$ cat src/rtl/player_shooter.sv
// Player-side projectile launcher: synchronised keys drive a 16-sector aim angle and a
// one-cycle shot pulse, gated by per-type cooldown and a kill-recharged ultimate.
module player_shooter #(
    parameter int unsigned COOLDOWN_T1      = 12500000,
    parameter int unsigned COOLDOWN_T2      = 25000000,
    parameter int unsigned COOLDOWN_T3      = 50000000,
    parameter int unsigned ULT_MAX          = 2,
    parameter int unsigned KILLS_PER_CHARGE = 3
) (
    input  logic        clk,
    input  logic        reset,
    input  logic        btn_left,
    input  logic        btn_right,
    input  logic        btn_fire,
    input  logic [1:0]  shootingtype,
    input  logic        over,
    input  logic [15:0] kill_count,
    output logic [3:0]  hit_angle,
    output logic        outgoing_projectiles,
    output logic [1:0]  shot_type,
    output logic [1:0]  ult_charges,
    output logic        ready
);
    localparam logic [1:0] IDLE     = 2'd0;
    localparam logic [1:0] FIRE     = 2'd1;
    localparam logic [1:0] COOLDOWN = 2'd2;
    localparam int CW = $clog2(KILLS_PER_CHARGE + 1);

    logic [2:0] btn_raw;
    logic [2:0] edge_det;
    logic       edge_left, edge_right, edge_fire;

    assign btn_raw    = {btn_fire, btn_right, btn_left};
    assign edge_left  = edge_det[0];
    assign edge_right = edge_det[1];
    assign edge_fire  = edge_det[2];

    // Flops preload to 1 in reset so a key held through reset never produces an edge.
    genvar gi;
    generate
        for (gi = 0; gi < 3; gi++) begin : g_sync
            logic s1_reg, s2_reg, hist_reg;
            always_ff @(posedge clk) begin
                if (!reset) begin
                    s1_reg   <= 1'b1;
                    s2_reg   <= 1'b1;
                    hist_reg <= 1'b1;
                end else begin
                    s1_reg   <= btn_raw[gi];
                    s2_reg   <= s1_reg;
                    hist_reg <= s2_reg;
                end
            end
            assign edge_det[gi] = s2_reg & ~hist_reg;
        end
    endgenerate

    logic [1:0]    state_reg, state_next;
    logic [31:0]   cnt_reg, cnt_next;
    logic [3:0]    angle_reg, angle_next;
    logic [1:0]    type_reg, type_next;
    logic [1:0]    ult_reg, ult_next;
    logic [CW-1:0] credit_reg, credit_next;
    logic [15:0]   kill_prev_reg;
    logic          ready_reg;

    logic          fire_ok, rot_en, kill_up, restore, consume;
    logic [CW:0]   credit_sum;

    assign fire_ok = edge_fire & ~over & (shootingtype != 2'd0)
                   & ((shootingtype != 2'd3) | (ult_reg != 2'd0));
    assign rot_en  = ~over & (state_reg != FIRE);

    always_comb begin
        state_next = state_reg;
        cnt_next   = cnt_reg;
        type_next  = type_reg;
        case (state_reg)
            IDLE: begin
                if (fire_ok) begin
                    state_next = FIRE;
                    type_next  = shootingtype;
                end
            end
            FIRE: begin
                state_next = COOLDOWN;
                case (type_reg)
                    2'd1:    cnt_next = 32'(COOLDOWN_T1 - 1);
                    2'd2:    cnt_next = 32'(COOLDOWN_T2 - 1);
                    default: cnt_next = 32'(COOLDOWN_T3 - 1);
                endcase
            end
            COOLDOWN: begin
                if (cnt_reg == 32'd0) state_next = IDLE;
                else                  cnt_next   = cnt_reg - 32'd1;
            end
            default: state_next = IDLE;
        endcase
    end

    always_comb begin
        angle_next = angle_reg;
        if (rot_en) begin
            if (edge_left && !edge_right)      angle_next = angle_reg - 4'd1;
            else if (edge_right && !edge_left) angle_next = angle_reg + 4'd1;
        end
    end

    // Kill credit counts increases only; a drop (enemy block reset) just resyncs kill_prev.
    always_comb begin
        kill_up     = kill_count > kill_prev_reg;
        credit_sum  = {1'b0, credit_reg} + (CW+1)'(kill_up);
        restore     = credit_sum == (CW+1)'(KILLS_PER_CHARGE);
        credit_next = restore ? '0 : credit_sum[CW-1:0];
        consume     = (state_reg == FIRE) && (type_reg == 2'd3);
        ult_next    = ult_reg;
        if (consume && !restore)
            ult_next = ult_reg - 2'd1;
        else if (restore && !consume && (ult_reg < 2'(ULT_MAX)))
            ult_next = ult_reg + 2'd1;
    end

    always_ff @(posedge clk) begin
        if (!reset) begin
            state_reg     <= IDLE;
            cnt_reg       <= 32'd0;
            angle_reg     <= 4'd0;
            type_reg      <= 2'd0;
            ult_reg       <= 2'(ULT_MAX);
            credit_reg    <= '0;
            kill_prev_reg <= kill_count;
            ready_reg     <= ~over;
        end else begin
            state_reg     <= state_next;
            cnt_reg       <= cnt_next;
            angle_reg     <= angle_next;
            type_reg      <= type_next;
            ult_reg       <= ult_next;
            credit_reg    <= credit_next;
            kill_prev_reg <= kill_count;
            ready_reg     <= (state_next == IDLE) & ~over;
        end
    end

    assign hit_angle            = angle_reg;
    assign outgoing_projectiles = (state_reg == FIRE);
    assign shot_type            = type_reg;
    assign ult_charges          = ult_reg;
    assign ready                = ready_reg;
endmodule

$ cat config.mk
export PLATFORM = sky130hd
export DESIGN_NAME = player_shooter
export DESIGN_NICKNAME = d
export VERILOG_FILES = /design/src/rtl/player_shooter.sv
export SDC_FILE = /design/constraint.sdc
export NUM_CORES = 1
export LEC_CHECK = 0
export ABC_AREA = 1
export CAP_MARGIN = 20
export CORE_MARGIN = 2
export CORE_UTILIZATION = 50
export DETAILED_ROUTE_END_ITERATION = 7
export PLACE_DENSITY = 0.81
export SKIP_CTS_REPAIR_TIMING = 1
export SKIP_LAST_GASP = 1
export SYNTH_ARGS = -nofsm -noshare
export SYNTH_HDL_FRONTEND = slang
export SYNTH_SLANG_ARGS = --single-unit
$ cat constraint.sdc
create_clock -name clk -period 2.85 [get_ports clk]
set_input_delay 0.855 -clock clk [delete_from_list [all_inputs] [get_ports clk]]
set_output_delay 0.855 -clock clk [all_outputs]
set_load 0.05 [all_outputs]
After elaboration in Yosys (flattened, before gate mapping) --
Index checks and enable logic that the tools add are counted.
Word-level totals: register bits 70, bits of input ports 24, output and inout bits 10
Operators by class: $add $sub $neg 6, magnitude comparators 2, equal/unequal tests 9, muxes and demuxes 11, bitwise logic cells 14, reductions and logical operators 22
Operator list (count):
- 32-bit case mux with 2 select lines | 1
- 26-bit case mux with 2 select lines | 1
- 32-bit logical NOT | 1
- 32-bit two-way mux | 1
- 32-bit by 1-bit subtractor with 32-bit output, second input constant | 1
- 16-bit greater-than comparator | 1
- 2-bit nonzero test | 5
- 1-bit AND | 8
- 2-bit two-way mux | 4
- 4-bit two-way mux | 2
- 2-bit == test, second input constant | 3
- 1-bit logical AND | 6
- 2-bit case mux with 3 select lines | 1
- 2-bit AND reduction | 3
- 1-bit NOT | 5
- 4-bit by 1-bit adder with 4-bit output, second input constant | 1
- 2-bit by 1-bit == test with 1-bit output, second input constant | 2
- 1-bit logical NOT | 4
- 2-bit logical NOT | 2
- 2-bit != test, second input constant | 2
- 4-bit by 1-bit subtractor with 4-bit output, second input constant | 1
- 2-bit by 1-bit adder with 3-bit output | 1
- 3-bit by 2-bit == test with 1-bit output, second input constant | 1
- 2-bit by 1-bit adder with 2-bit output, second input constant | 1
- other kinds (6) | 6

Longest topological paths before layout --
Gate-level depths: netlist (run 1).
depth in word-level cells 10, depth in mapped cells 15, gate-level depth less buffers 15

Least setup slack after synthesis (run 1) --
No wires, ideal clock.
path kind input -> register, start point input port kill_count[15], end point register ult_reg[0] (netlist: ult_charges[0]), setup time 0.146 ns, arrival time 2.772 ns, path slack -0.068 ns, cell stages on the path 14, buffers on the path 0, cell sequence ha_1 nand2_1 nor2_1 nand2_1 nor4b_1 a21oi_1 ha_1 ha_1 nand2_1 nor2_1 nor3_1 o21bai_1 o21ai_0 a21oi_1
Between the ends: cells in the longest elaborated chain, start to end 6, elaborated cells on any way between the ends 9
Ends and longest elaborated chain:
- start: declaration | RTL line 17 | input logic [15:0] kill_count,
- 16-bit greater-than comparator * | RTL line 111 | kill_up = kill_count > kill_prev_reg;
- 2-bit by 1-bit adder with 3-bit output * | RTL line 112 | credit_sum = {1'b0, credit_reg} + (CW+1)'(kill_up);
- via credit_sum[1] | RTL line 68 | logic [CW:0] credit_sum;
- 3-bit by 2-bit == test with 1-bit output * | RTL line 113 | restore = credit_sum == (CW+1)'(KILLS_PER_CHARGE);
- 1-bit logical NOT / 1-bit logical AND (equally long branches) | RTL line 117, 119
- 1-bit logical AND (on tied branches) | RTL line 117, 119
- 2-bit two-way mux / 2-bit nonzero test (equally long branches)
- end signal: assignment | RTL line 129 | ult_reg <= 2'(ULT_MAX);
- end signal: assignment | RTL line 138 | ult_reg <= ult_next;
- end: declaration | RTL line 62 | logic [1:0] ult_reg, ult_next;
Mark *: on every way through the listed nets, which the timed path passes. The rest lies on a longest branch. A chain may end at the register's enable or synchronous reset.

Worst setup path in the final report (run 1) --
start point input port kill_count[11], end point register ult_reg[0] (netlist: ult_charges[0])
Same word-level chain as after synthesis.

==> results_dict.tcl, run 1 <==
set metrics [dict create \
    final_core_utilization_pct 64.4 \
    hold_path.class "reg -> reg" \
    vias 3653 \
    firstDrtPassIters 6 \
    ys_dominant_reg_cell "dfxtp_1" \
    syn_nets 582 \
    dieArea_um2 8250 \
    synthCells 530 \
    grt_max_degree 24 \
    worstPathRequired_ns 3.14 \
    violations "negative setup slack" \
    clk_latency_ns 0.37 \
    coreArea_um2 7290 \
    antenna_cells 0 \
    die_y_um 90.8 \
    worst_ir_drop_vdd_v 0.000253 \
    hold_viol 0 \
    grt-busiest-layer "met2" \
    grt_pass1_wl_um 14600 \
    drv_slew 0 \
    critical_path_class "in -> reg" \
    fmax_mhz 345 \
    grtUsageMet1_pct 26.0 \
    avgSynthCellArea_um2 7.12 \
    die_w_um 90.8 \
    grt_overflow_total 0 \
    setup_ws_ns -0.0459 \
    num_rows 31 \
    min-delay-start "g_sync[2].s1_reg$_SDFF_PN1_" \
    crit_arrival_ns 3.19 \
    drt_iter0_drc 215 \
    yosysTopAreaCell "dfxtp_1" \
    status "finished with violations" \
    period_minus_slack_ns 2.90 \
    start_util_pct 51.7 \
    root_buffer "clkbuf_8" \
    yosysUniqueCellTypes 38 \
    setup_viol 2 \
    startpoint "kill_count[11]" \
    final_nets 626 \
    fillers 561 \
    crit_path_start_kind "primary input" \
    slowest_stage "nor4b_2" \
    drive_gt1_share_pct 15.2 \
    reg2reg_from "kill_prev_reg[3]$_DFF_P_" \
    leakage_uw 0.00224 \
    cts_buffers 9 \
    cts.sinks 70 \
    rsz0062_at_grt "yes" \
    cts_tree "yes" \
    wire_per_inst_um 15.3 \
    clk_pin_slew_ns 0.08 \
    fin_tns_setup_ns -0.0537 \
    numPortBuffers 33 \
    post-dp-hpwl_um 6270 \
    h-tree-depth 3 \
    max_slew.worst_pin.slew_ns 0.513 \
    drcViolationCount 0 \
    synth_top_cell_area_share_pct 37.2 \
    path_cells "dlymetal6s2s_1, ha_4, nand2_1, nor2_2, nand2_1, nor4b_2, a21oi_2, ha_2, ha_4, nand2_4, nor2_4, nor3_4, o21bai_4, buf_4, a21oi_2" \
    pwr_density_cell_nw_per_um2 501 \
    antenna_found_initial 0 \
    largest_reg_flops 32 \
    grt_pass1_vias 3323 \
    ys_seq_area_share_pct 37.2 \
    gp_congestion 0.915 \
    syn_area_um2 3770 \
    ctsLongestPathBuffers 2 \
    cap_violations 0 \
    endpoint_kind "flop" \
    ys_ff_latch 70 \
    synthArstFlopShare_pct 0 \
    syn_to_final_growth_pct 24.6 \
    period_share_pct 102 \
    use_met2_pct 37.1 \
    relSlewSlack_pct 65.7 \
    ant_nets 0 \
    track_usage_pct 21.7 \
    avgViaCountPerCell 5.39 \
    slowest_delay_ns 0.32 \
    num_io_pins 34 \
    synth_warnings 0 \
    synth_area_leaders "dfxtp_1 37%, nand2_1 11%, nor2_1 9.2%" \
    grt.met3_usage_pct 5.84 \
    fin_worst_skew_ns 0.0197 \
    wl_um 10300 \
    cp_max_fo 3 \
    pre_cts_slack_ns -0.609 \
    synth_edf_count 0 \
]
logic make-up after synthesis:
logic type      share of synthesized area, %
simple gates                            30.6
fa+ha+maj                               9.49
flops                                   37.2
compound gates                          12.8
xor+xnor                                2.55
buf+inv                                 7.40
cell usage after synthesis, types with 4 or more instances:
master	n
inv_1	58
nand2_2	4
nor2_1	92
nand2_1	107
dfxtp_1	70
xor2_1	6
a21oi_2	4
a21oi_1	38
o21ai_0	36
nor2_4	4
xnor2_1	5
nand3_1	28
nor2_2	4
nor3_1	5
ha_1	27
clkbuf_1	8
or2_2	10
per-layer routing:
layer  routed length (um)  part of all wire (%)
met1                 4240                    41
met2                 5180                    50
met3                  676                   6.5
met4                  242                   2.3
met5                    0                     0
cell type report:
cell class                      count  area [um^2]  share of cell area, %
Clock buffer                       11          151                   3.22
Clock inverter                      5         81.3                   1.73
Inverter                           59          221                   4.71
Multi-Input combinational cell    390         2290                   48.8
Sequential cell                    70         1400                   29.8
Tap cell                           99          124                   2.64
Timing Repair Buffer               44          425                   9.06
critical path, delay by kind of cell:
family,cells,cell delay [ns]
buffers and inverters,2,0.31
adders and majority gates,3,0.78
and+or+nand+nor,7,0.87
AOI/OAI and AO/OA,3,0.38
where the power goes:
| group | switching [uW] | total (uW) | leakage (uW) | internal [uW] |
|---|---|---|---|---|
| combinational | 214 | 377 | 0.00156 | 163 |
| clock | 412 | 953 | 0.000116 | 541 |
| sequential | 16.7 | 1020 | 0.000573 | 1010 |
| total | 643 | 2350 | 0.00224 | 1710 |
stage by stage:
| stage | instances | hold slack, ns | instance area, um^2 | total power [uW] |
|---|---|---|---|---|
| floorplan | 530 | 0.387 | 3780 | 1260 |
| global placement | 658 | 0.400 | 4230 | 1350 |
| detailed placement | 658 | 0.403 | 4230 | 1360 |
| CTS | 674 | 0.418 | 4460 | 2280 |
| global route | 678 | 0.442 | 4700 | 2440 |
| finish | 678 | 0.428 | 4700 | 2350 |
path summary, 6_finish.rpt:
check	to	slack, ns	cells after the start
setup reg to reg	ult_charges[1]$_SDFFE_PN1P_	0.22	15
hold reg to reg	g_sync[2].s2_reg$_SDFF_PN1_	0.43	1
hold / removal	g_sync[2].s2_reg$_SDFF_PN1_	0.43	1
setup / recovery	ult_charges[0]$_SDFFE_PN0P_	-0.05	15
layout by cell type, fill, tap and decap left out, types with 8 or more instances in the layout:
cell	netlist	final
nand2_1	107	105
nor2_1	92	89
dfxtp_1	70	70
inv_1	58	58
a21oi_1	38	34
o21ai_0	36	33
nand3_1	28	27
ha_1	27	17
clkdlybuf4s50_1	0	16
dlymetal6s2s_1	0	13
clkbuf_8	0	11
buf_4	0	11
or2_2	10	10
ha_4	0	9
a21oi_2	4	8
Power figures use the tool's default switching activity.
==> run 2, diff against run 1 <==
Settings changed: GPL_ROUTABILITY_DRIVEN from default to 1.
==> results of run 2 <==
No change in the layout: final DEF, timing and power equal those of run 1.
